==> src/rtl/cic_fir_pkg.sv <==
// Shared types, default coefficient set and width helper for the CIC
// compensation FIR.
package cic_fir_pkg;

  typedef enum logic [1:0] {ST_IDLE, ST_MAC, ST_ROUND, ST_OUT} fir_state_t;

  localparam int FIR_NUM_TAPS = 15;

  // Symmetric, sums to 2**17 (unity DC); alternating sum 132928 lifts Nyquist
  localparam logic signed [17:0] FIR_COEFFS [FIR_NUM_TAPS] = '{
    18'sd2000, -18'sd1000, 18'sd4000, -18'sd3000, 18'sd20000, -18'sd8000,
    18'sd40000, 18'sd23072, 18'sd40000, -18'sd8000, 18'sd20000, -18'sd3000,
    18'sd4000, -18'sd1000, 18'sd2000
  };

  function automatic int acc_width(input int in_w, input int coeff_w, input int taps);
    return in_w + coeff_w + $clog2(taps);
  endfunction

endpackage

==> src/rtl/fir_round_saturate.sv <==
// Combinational round-half-up, arithmetic shift and clamp of a wide
// accumulator down to a signed output word.
module fir_round_saturate #(
  parameter int ACC_W     = 38,
  parameter int OUT_W     = 16,
  parameter int FRAC_BITS = 17
) (
  input  logic signed [ACC_W-1:0] acc,
  output logic signed [OUT_W-1:0] result
);

  localparam int W = ACC_W + 1;
  localparam logic signed [W-1:0] HALF  = W'(2 ** (FRAC_BITS - 1));
  localparam logic signed [W-1:0] MAX_V = W'(2 ** (OUT_W - 1) - 1);
  localparam logic signed [W-1:0] MIN_V = ~MAX_V;

  logic signed [W-1:0] biased, shifted;

  // One guard bit so the rounding bias can never wrap the accumulator
  assign biased  = {acc[ACC_W-1], acc} + HALF;
  assign shifted = biased >>> FRAC_BITS;

  always_comb begin
    result = shifted[OUT_W-1:0];
    if (shifted > MAX_V)      result = MAX_V[OUT_W-1:0];
    else if (shifted < MIN_V) result = MIN_V[OUT_W-1:0];
  end

endmodule

==> src/rtl/cic_compensation_fir.sv <==
// Decimated-rate CIC droop compensation FIR: one time-shared MAC over a
// circular sample buffer. CIC_FIR_SYMMETRIC_EN folds symmetric taps (pre-add).
module cic_compensation_fir
  import cic_fir_pkg::*;
#(
  parameter int NUM_TAPS        = 15,
  parameter int NUM_BITS_INPUT  = 16,
  parameter int NUM_BITS_OUTPUT = 16,
  parameter int NUM_BITS_COEFF  = 18,
  parameter int COEFF_FRAC_BITS = 17
) (
  input  logic                              clk_i,
  input  logic                              reset_i,
  input  logic                              tick_i,
  input  logic signed [NUM_BITS_INPUT-1:0]  signal_i,
  output logic signed [NUM_BITS_OUTPUT-1:0] signal_o,
  output logic                              tick_o,
  output logic                              busy_o,
  output logic                              overrun_o
);

  localparam int ACC_W = acc_width(NUM_BITS_INPUT, NUM_BITS_COEFF, NUM_TAPS);
  localparam int PW    = $clog2(NUM_TAPS);
  localparam int PRW   = NUM_BITS_INPUT + NUM_BITS_COEFF + 1;
`ifdef CIC_FIR_SYMMETRIC_EN
  localparam int NUM_COEFFS = (NUM_TAPS + 1) / 2;
`else
  localparam int NUM_COEFFS = NUM_TAPS;
`endif
  localparam int CW = $clog2(NUM_COEFFS);
  localparam logic [PW-1:0] K_LAST = PW'(NUM_COEFFS - 1);
  localparam logic [PW-1:0] P_LAST = PW'(NUM_TAPS - 1);

  fir_state_t state, state_nxt;

  logic signed [NUM_BITS_COEFF-1:0]  coeff_rom [NUM_COEFFS];
  logic signed [NUM_BITS_INPUT-1:0]  sbuf [NUM_TAPS];
  logic [PW-1:0]                     wr_ptr, rd_new, k;
  logic signed [ACC_W-1:0]           acc;
  logic signed [NUM_BITS_INPUT:0]    mac_x;
  logic signed [PRW-1:0]             prod;
  logic signed [NUM_BITS_OUTPUT-1:0] rounded, sig_q;
  logic                              ovr_q;
`ifdef CIC_FIR_SYMMETRIC_EN
  logic [PW-1:0]                     rd_old;
`endif

  function automatic logic [PW-1:0] ptr_inc(input logic [PW-1:0] p);
    return (p == P_LAST) ? '0 : p + 1'b1;
  endfunction

  function automatic logic [PW-1:0] ptr_dec(input logic [PW-1:0] p);
    return (p == '0) ? P_LAST : p - 1'b1;
  endfunction

  for (genvar i = 0; i < NUM_COEFFS; i++) begin : g_coeff
    assign coeff_rom[i] = NUM_BITS_COEFF'(FIR_COEFFS[i]);
  end

  // rd_new walks back from the newest sample; rd_old walks forward from the oldest
`ifdef CIC_FIR_SYMMETRIC_EN
  always_comb begin
    mac_x = {sbuf[rd_new][NUM_BITS_INPUT-1], sbuf[rd_new]};
    if (k != K_LAST)
      mac_x = mac_x + {sbuf[rd_old][NUM_BITS_INPUT-1], sbuf[rd_old]};
  end
`else
  assign mac_x = {sbuf[rd_new][NUM_BITS_INPUT-1], sbuf[rd_new]};
`endif

  assign prod = PRW'(mac_x) * PRW'(coeff_rom[k[CW-1:0]]);

  fir_round_saturate #(
    .ACC_W    (ACC_W),
    .OUT_W    (NUM_BITS_OUTPUT),
    .FRAC_BITS(COEFF_FRAC_BITS)
  ) u_rnd (
    .acc   (acc),
    .result(rounded)
  );

  always_ff @(posedge clk_i) begin
    if (reset_i) state <= ST_IDLE;
    else         state <= state_nxt;
  end

  always_comb begin
    state_nxt = state;
    case (state)
      ST_IDLE:  if (tick_i) state_nxt = ST_MAC;
      ST_MAC:   if (k == K_LAST) state_nxt = ST_ROUND;
      ST_ROUND: state_nxt = ST_OUT;
      ST_OUT:   state_nxt = ST_IDLE;
      default:  state_nxt = ST_IDLE;
    endcase
  end

  always_ff @(posedge clk_i) begin
    if (reset_i) begin
      wr_ptr <= '0;
      rd_new <= '0;
      k      <= '0;
      acc    <= '0;
      sig_q  <= '0;
      ovr_q  <= 1'b0;
      for (int i = 0; i < NUM_TAPS; i++) sbuf[i] <= '0;
`ifdef CIC_FIR_SYMMETRIC_EN
      rd_old <= '0;
`endif
    end else begin
      // OUT counts as busy, so a tick there is dropped too
      if (tick_i && state != ST_IDLE) ovr_q <= 1'b1;
      case (state)
        ST_IDLE: if (tick_i) begin
          sbuf[wr_ptr] <= signal_i;
          rd_new       <= wr_ptr;
          wr_ptr       <= ptr_inc(wr_ptr);
          acc          <= '0;
          k            <= '0;
`ifdef CIC_FIR_SYMMETRIC_EN
          rd_old       <= ptr_inc(wr_ptr);
`endif
        end
        ST_MAC: begin
          acc    <= acc + ACC_W'(prod);
          rd_new <= ptr_dec(rd_new);
          if (k != K_LAST) k <= k + 1'b1;
`ifdef CIC_FIR_SYMMETRIC_EN
          rd_old <= ptr_inc(rd_old);
`endif
        end
        ST_ROUND: sig_q <= rounded;
        default: ;
      endcase
    end
  end

  assign signal_o  = sig_q;
  assign tick_o    = (state == ST_OUT);
  assign busy_o    = (state != ST_IDLE);
  assign overrun_o = ovr_q;

endmodule

==> config.mk <==
export PLATFORM = sky130hd
export DESIGN_NAME = cic_compensation_fir
export DESIGN_NICKNAME = d
export VERILOG_FILES = /design/src/rtl/cic_fir_pkg.sv /design/src/rtl/fir_round_saturate.sv /design/src/rtl/cic_compensation_fir.sv
export SDC_FILE = /design/constraint.sdc
export NUM_CORES = 1
export LEC_CHECK = 0
export BUFFER_PORTS_ARGS = -buffer_cell sky130_fd_sc_hd__buf_2
export CAP_MARGIN = 0
export CELL_PAD_IN_SITES_DETAIL_PLACEMENT = 1
export CELL_PAD_IN_SITES_GLOBAL_PLACEMENT = 2
export CORE_AREA = 3 3 244 246
export DETAILED_ROUTE_END_ITERATION = 8
export DIE_AREA = 0 0 247 249
export PLACE_DENSITY_LB_ADDON = 0.1
export SETUP_SLACK_MARGIN = 0.4
export SYNTH_ARGS = -nofsm -noshare
export SYNTH_HDL_FRONTEND = slang
export SYNTH_SLANG_ARGS = --single-unit
==> constraint.sdc <==
create_clock -name clk_i -period 10.5 [get_ports clk_i]
set_input_delay 2.1 -clock clk_i [delete_from_list [all_inputs] [get_ports clk_i]]
set_output_delay 2.1 -clock clk_i [all_outputs]
set_load 0.02 [all_outputs]
==> impl_summary.txt, run 1 <==
----------------------------------------------------
[Placement]
  Number of buffers inserted by port buffering ... 37
  Half-perimeter wire length after detailed placement ... 54,100 um
  Weighted congestion reported at the end of routability-driven placement ... 0.829

[Worst setup path]
  Startpoint type of the worst setup path ... register
  R2r worst-path depth ... 23
  Setup Crit Path Kind ... register to register
  WP data required ... 10,970 ps
  WP data arrival ... 9210 ps
  Critical path endpoint category ... register
  Top fanout value on the critical path ... 26

[Hold path]
  Worst Hold Launch ... signal_o[3]
  Count of cells along the worst hold path ... 2
  Path type of the worst min-delay path ... register to register

[Detailed routing]
  Detailed Route Iter0 Violations ... 1,045
  Post-DR vias/cell ... 5.45
  Routed len/inst ... 23.4 um
  Antenna Nets Post-Route ... 0
  Via count ... 17,100
  Total wire length after detailed routing ... 73,300 um
  First-pass iteration count of the detailed router ... 5
  DRC violations left ... 0

[Floorplanning]
  Core footprint ... 0.0576 mm^2
  Die boundary height ... 249 um
  Io pins ... 38
  Initial core utilization ... 0.448
  Die ar. ... 0.0615 mm^2
  Horizontal extent of the die ... 247 um
  Site row count ... 88

[Clock tree]
  Clock tree from TritonCTS ... yes
  Quantity of gates resized following cts ... 0
  Clk slew on worst S/H paths ... 60 ps
  H-tree depth ... 2
  Insertion delay to the later sink of the worst-skew pair ... 590 ps
  Cell at the root of the clock tree ... sky130_fd_sc_hd__clkbuf_16
  Postcts setup bufs ... 0
  Hold bufs inserted after CTS ... 0
  Number of buffers inserted during clock tree synthesis ... 40
  Number of clock sinks ... 326
  Bufs on Longest Clock Path ... 3

[Yosys]
  Proportion of synthesized area in mux cells ... 0.0730
  Synth Warn # ... 0
  Biggest area consumer among synthesized cells ... sky130_fd_sc_hd__edfxtp_1
  Most common cell in the synthesized netlist ... sky130_fd_sc_hd__inv_1
  Number of enable-type register cells in the synthesized netlist ... 256
  Share of synthesized area occupied by flip-flops and latches ... 0.352
  Library cells used by synthesis ... 66
  Most area-consuming cells after synthesis ... sky130_fd_sc_hd__edfxtp_1 30%, sky130_fd_sc_hd__fa_1 23%, sky130_fd_sc_hd__mux4_2 6.1%
  Main combinational cell family by area after synthesis ... adder cells
  Area share of the leading cell type in the synthesized netlist ... 0.298
  Top FF cell, synth ... sky130_fd_sc_hd__edfxtp_1
  Post-Syn Area per Cell ... 11.2 um^2
  Most common library cells after synthesis ... 395 x sky130_fd_sc_hd__inv_1, 291 x sky130_fd_sc_hd__fa_1, 256 x sky130_fd_sc_hd__edfxtp_1, 240 x sky130_fd_sc_hd__and2_1, 191 x sky130_fd_sc_hd__nor2_1
  Synthesized netlist net count ... 2,744
  Async set-reset flop share out of synthesis ... 0
  Mapped Area ... 0.0258 mm^2
  Synthesis-stage register bit count ... 326
  Compound-gate portion of the synthesized area ... 0.0569
  Number of instances in the synthesized netlist ... 2,315
  Xor/xnor cell area share of the yosys netlist ... 0.0166
  Synthesized-area fraction occupied by adder cells ... 0.283
  Area fraction in and, or, nand and nor cells after synthesis ... 0.143

[STA]
  Max-slew violation count ... 0
  Slew at the pin closest to its max-slew limit ... 1130 ps
  Portion of the clock cycle consumed by the worst path in the final layout ... 0.832
  Setup-failing EPs final ... 0
  Sum Neg Setup Slack ... 0 ps
  Tightest slew margin relative to the limit ... 0.236
  Number of hold violations in the final report ... 0
  RSZ-0062 raised after global routing ... no
  Shortest clock period the worst path allows after layout ... 8740 ps
  Achievable clock frequency ... 114 MHz
  Final Skew ... 29.5 ps

[Finish]
  Number of inserted diodes ... 0
  Share of layout cells above drive strength 1 ... 0.117
  Area growth from synthesis to layout ... 9.31%
  Net count reported at finish ... 2,764

[Status]
  Result of the run ... finished, final reports clean

[Global routing]
  Global Route Usage Sum ... 0.247
  Number of antenna violations at the first check in global routing ... 5
  Via count of the first global-routing pass ... 18,900
  Remaining global-route overflow ... 0
  First-pass GRT wire length ... 114,000 um
  Largest net degree at the start of global routing ... 46

[Flow run]
  Max-cap violations ... 0

----------------------------------------------------
worst paths after layout:
kind | end | slack (ps)
setup / recovery | acc[35] | 1760
hold / removal | signal_o[3] | 470
setup reg to reg | acc[35] | 1760
hold reg to reg | signal_o[3] | 470
worst max-delay path: stages (launching register included):
cell and delay [ps]:
sky130_fd_sc_hd__dfxtp_4 730, sky130_fd_sc_hd__mux4_2 580, sky130_fd_sc_hd__mux2_2 270, sky130_fd_sc_hd__o21ai_1 810
sky130_fd_sc_hd__buf_4 300, sky130_fd_sc_hd__nor2_1 70, sky130_fd_sc_hd__fa_1 530, sky130_fd_sc_hd__inv_1 50
sky130_fd_sc_hd__fa_1 460, sky130_fd_sc_hd__fa_1 510, sky130_fd_sc_hd__inv_1 50, sky130_fd_sc_hd__fa_1 470
sky130_fd_sc_hd__fa_1 540, sky130_fd_sc_hd__inv_1 50, sky130_fd_sc_hd__fa_1 530, sky130_fd_sc_hd__inv_1 40
sky130_fd_sc_hd__ha_1 380, sky130_fd_sc_hd__nand4_1 150, sky130_fd_sc_hd__a211oi_1 450, sky130_fd_sc_hd__and3_1 440
sky130_fd_sc_hd__o21ai_0 250, sky130_fd_sc_hd__a211oi_1 450, sky130_fd_sc_hd__a31oi_1 200, sky130_fd_sc_hd__a32o_1 290
final cells by class:
class	count	area, um^2
Fill cell	6155	29400
Clock buffer	53	1090
Multi-Input combinational cell	1486	14800
Timing Repair Buffer	85	546
Sequential cell	326	9090
Inverter	396	1490
Clock inverter	19	234
Tap cell	765	957
sequential cells by signal, indices dropped and copies added, names as in the netlist, named ones only:
| register | count |
|---|---|
| acc | 35 |
| k | 4 |
| overrun_o | 1 |
| rd_new | 4 |
| sbuf | 256 |
| signal_o | 16 |
| state | 2 |
| wr_ptr | 4 |
per-stage QoR:
step           utilization  cell area [um^2]  hold slack, ps  setup WS, ps  cells
4_1_cts              0.490             28200             477          1840   3130
3_5_place_dp         0.467             26900             465          1860   3058
6_report             0.490             28200             471          1760   3130
5_1_grt              0.490             28200             484          1290   3130
2_1_floorplan            -             25800             436          3200   2315
3_3_place_gp         0.467             26900             450          1880   3058
routing by layer:
| metal | track usage | up-vias | routed length (um) |
|---|---|---|---|
| li1 | - | 7592 | - |
| met1 | 0.341 | 9017 | 32400 |
| met2 | 0.417 | 373 | 35700 |
| met3 | 0.0330 | 80 | 3480 |
| met4 | 0.0574 | 0 | 1670 |
| met5 | 0 | - | 0 |
layout by cell type, fill, tap and decap left out, types with 11 or more instances in the layout:
cell type                   synthesis  layout
sky130_fd_sc_hd__inv_1            395     395
sky130_fd_sc_hd__fa_1             291     291
sky130_fd_sc_hd__edfxtp_1         256     256
sky130_fd_sc_hd__and2_1           240     240
sky130_fd_sc_hd__nor2_1           191     186
sky130_fd_sc_hd__nand2_1          119     119
sky130_fd_sc_hd__ha_1             119     119
sky130_fd_sc_hd__mux4_2            70      70
sky130_fd_sc_hd__dfxtp_1           70      68
sky130_fd_sc_hd__buf_4              3      48
sky130_fd_sc_hd__a21oi_1           47      47
sky130_fd_sc_hd__o21ai_0           51      41
sky130_fd_sc_hd__clkbuf_16          0      40
sky130_fd_sc_hd__buf_2             19      37
sky130_fd_sc_hd__xnor2_1           32      32
sky130_fd_sc_hd__and3_1            31      31
sky130_fd_sc_hd__or2_2             23      23
sky130_fd_sc_hd__nor3_1            21      21
sky130_fd_sc_hd__mux2i_1           18      18
sky130_fd_sc_hd__nand2b_1          17      17
sky130_fd_sc_hd__a22oi_1           17      17
sky130_fd_sc_hd__xor2_1            17      17
sky130_fd_sc_hd__nor2b_1           16      16
sky130_fd_sc_hd__nand3_1           16      16
sky130_fd_sc_hd__o21ai_1            5      15
sky130_fd_sc_hd__o211a_1           15      15
sky130_fd_sc_hd__nor3_2            12      12
sky130_fd_sc_hd__a211oi_1          11      11
cell families (layout without fill, tap and decap cells):
family / Yosys count / in the layout
and+or+nand+nor: 709 / 709
buffers and inverters: 503 / 553
adders and majority gates: 410 / 410
DFF: 326 / 326
AOI/OAI and AO/OA: 219 / 219
muxes: 99 / 99
xor gates and xnor gates: 49 / 49
Power of run 1 is left out: the tool's default activity adds up to more than one toggle a clock period on the data nets, which glitch-free logic cannot reach.
==> inputs of run 2 (changes only) <==
--- a/config.mk
+++ b/config.mk
@@ -9,9 +9,9 @@
 export CAP_MARGIN = 0
 export CELL_PAD_IN_SITES_DETAIL_PLACEMENT = 1
 export CELL_PAD_IN_SITES_GLOBAL_PLACEMENT = 2
-export CORE_AREA = 3 3 244 246
+export CORE_AREA = 3 3 259 261
 export DETAILED_ROUTE_END_ITERATION = 8
-export DIE_AREA = 0 0 247 249
+export DIE_AREA = 0 0 262 264
 export PLACE_DENSITY_LB_ADDON = 0.1
 export SETUP_SLACK_MARGIN = 0.4
 export SYNTH_ARGS = -nofsm -noshare
==> constraint.sdc (replaced) <==
create_clock -name clk_i -period 8 [get_ports clk_i]
set_input_delay 1.6 -clock clk_i [delete_from_list [all_inputs] [get_ports clk_i]]
set_output_delay 1.6 -clock clk_i [all_outputs]
set_load 0.02 [all_outputs]
==> impl_summary.txt, run 2 (synthesized netlist as in run 1, its figures left out) <==
----------------------------------------------------
[Flow run]
  Max-cap violations ... 0

[Clock tree]
  Clock tree from TritonCTS ... yes
  Cell at the root of the clock tree ... sky130_fd_sc_hd__clkbuf_16
  Bufs on Longest Clock Path ... 3
  H-tree depth ... 2
  Clk slew on worst S/H paths ... 60 ps
  Hold bufs inserted after CTS ... 0
  Insertion delay to the later sink of the worst-skew pair ... 600 ps
  Number of clock sinks ... 326
  Number of buffers inserted during clock tree synthesis ... 40

[Global routing]
  First-pass GRT wire length ... 118,000 um
  Via count of the first global-routing pass ... 19,500
  Largest net degree at the start of global routing ... 58
  Global Route Usage Sum ... 0.229
  Remaining global-route overflow ... 0
  Number of antenna violations at the first check in global routing ... 6

[Placement]
  Half-perimeter wire length after detailed placement ... 55,900 um
  Number of buffers inserted by port buffering ... 37
  Post-placement setup slack ... -28.9 ps
  Weighted congestion reported at the end of routability-driven placement ... 0.818
  Cell area reported after detailed placement ... 0.0277 mm^2

[Hold path]
  Worst Hold Launch ... signal_o[15]
  Capture endpoint of the worst hold path ... signal_o[15]
  Count of cells along the worst hold path ... 2
  Path type of the worst min-delay path ... register to register

[Detailed routing]
  Detailed Route Iter0 Violations ... 1,030
  Routed len/inst ... 23.3 um
  Total wire length after detailed routing ... 77,900 um
  Antenna Nets Post-Route ... 0
  DRC violations left ... 0
  Post-DR vias/cell ... 5.23
  Via count ... 17,500
  First-pass iteration count of the detailed router ... 5

[Finish]
  Finished layout cell area ... 0.0303 mm^2
  Leading cell types in the layout, fill and taps excluded ... 389 x sky130_fd_sc_hd__inv_1, 282 x sky130_fd_sc_hd__fa_1, 256 x sky130_fd_sc_hd__edfxtp_1, 239 x sky130_fd_sc_hd__and2_1, 187 x sky130_fd_sc_hd__nor2_1
  Number of flip-flops under the largest register name ... 256
  Net count reported at finish ... 2,892
  Layout filler cell count ... 6,942
  Most common cell after layout, fill and taps aside ... sky130_fd_sc_hd__inv_1
  Share of layout cells above drive strength 1 ... 0.198
  Area growth from synthesis to layout ... 17.3%
  Largest Register ... sbuf

[STA]
  Final Skew ... 48.1 ps
  Achievable clock frequency ... 133 MHz
  Max-slew violation count ... 0
  Setup slack of the critical path after layout ... 479 ps
  RSZ-0062 raised after global routing ... yes
  Setup-failing EPs final ... 0
  Number of hold violations in the final report ... 0
  Tightest slew margin relative to the limit ... 0.247
  Shortest clock period the worst path allows after layout ... 7520 ps
  Slew at the pin closest to its max-slew limit ... 1130 ps
  Portion of the clock cycle consumed by the worst path in the final layout ... 0.940

[Worst setup path]
  Setup slack on the worst flop-to-flop path ... 480 ps
  Startpoint type of the worst setup path ... register
  R2r worst-path depth ... 28
  Crit Reg-Reg Endpoint ... acc[35]
  Top cell by count, worst path ... sky130_fd_sc_hd__fa_1
  Delay of the slowest cell on the worst path ... 530 ps
  Setup Crit Path Kind ... register to register
  WP data required ... 8480 ps
  WP data arrival ... 8010 ps
  Worst path slowest cell ... sky130_fd_sc_hd__fa_1
  Critical path endpoint category ... register
  Top fanout value on the critical path ... 5

[Floorplanning]
  Io pins ... 38
  Initial core utilization ... 0.399
  Die boundary height ... 264 um
  Site row count ... 93
  Die ar. ... 0.0692 mm^2
  Horizontal extent of the die ... 262 um
  Core footprint ... 0.0647 mm^2

[Status]
  Result of the run ... finished, final reports clean

----------------------------------------------------
-- run 2: per-stage QoR --
step	utilization	hold slack (ps)	TNS, ps	cells
after floorplan	-	436	0	2315
after global placement	0.428	446	-62.9	3227
after detailed placement	0.428	452	-28.9	3227
after CTS	0.453	458	0	3311
after global routing	0.468	504	0	3348
final	0.468	456	0	3350
-- run 2: routing by layer --
metal  up-vias  share of wire  global-route usage
met5         -              0                   0
met2       294           0.50               0.383
met1      9299           0.44               0.316
met3        97          0.041              0.0292
met4         0          0.024              0.0602
li1       7843              -                   -
-- run 2: worst max-delay path by stage --
stage,end,slack [ps],cells past startpoint
6_report,acc[35],480,28
2_1_floorplan,acc[37],700,26
5_1_grt,acc[35],280,32
3_5_place_dp,acc[35],-30,27
4_1_cts,acc[25],380,28
3_3_place_gp,acc[35],-60,27
-- run 2: cell type report --
cell class / instances / area, um^2 / area share
Timing Repair Buffer: 212 / 1900 / 0.0628
Antenna cell: 3 / 7.51 / 0.000248
Sequential cell: 326 / 9100 / 0.301
Multi-Input combinational cell: 1487 / 15400 / 0.510
Tap cell: 855 / 1070 / 0.0353
Inverter: 396 / 1490 / 0.0491
Clock buffer: 44 / 1030 / 0.0339
Clock inverter: 27 / 260 / 0.00860
-- run 2: what timing repair did --
| item | 4_1_cts | 5_1_grt |
|---|---|---|
| resized for setup | 38 | 130 |
| gates cloned | 1 | 7 |
| endpoints found under the setup margin | 15 | 17 |
| setup buffers | 12 | 29 |
| pin swaps | 6 | 70 |
-- run 2: critical path, delay by kind of cell, from the launching register on --
kind / cells / cell delay (ps)
AND/OR/NAND/NOR: 3 / 550
adder cells (fa/ha/maj): 7 / 3310
flip-flops: 1 / 380
AO/OA/AOI/OAI: 6 / 1260
buffers and inverters: 10 / 1110
multiplexers: 2 / 780
Power of run 2 is left out for the same reason.
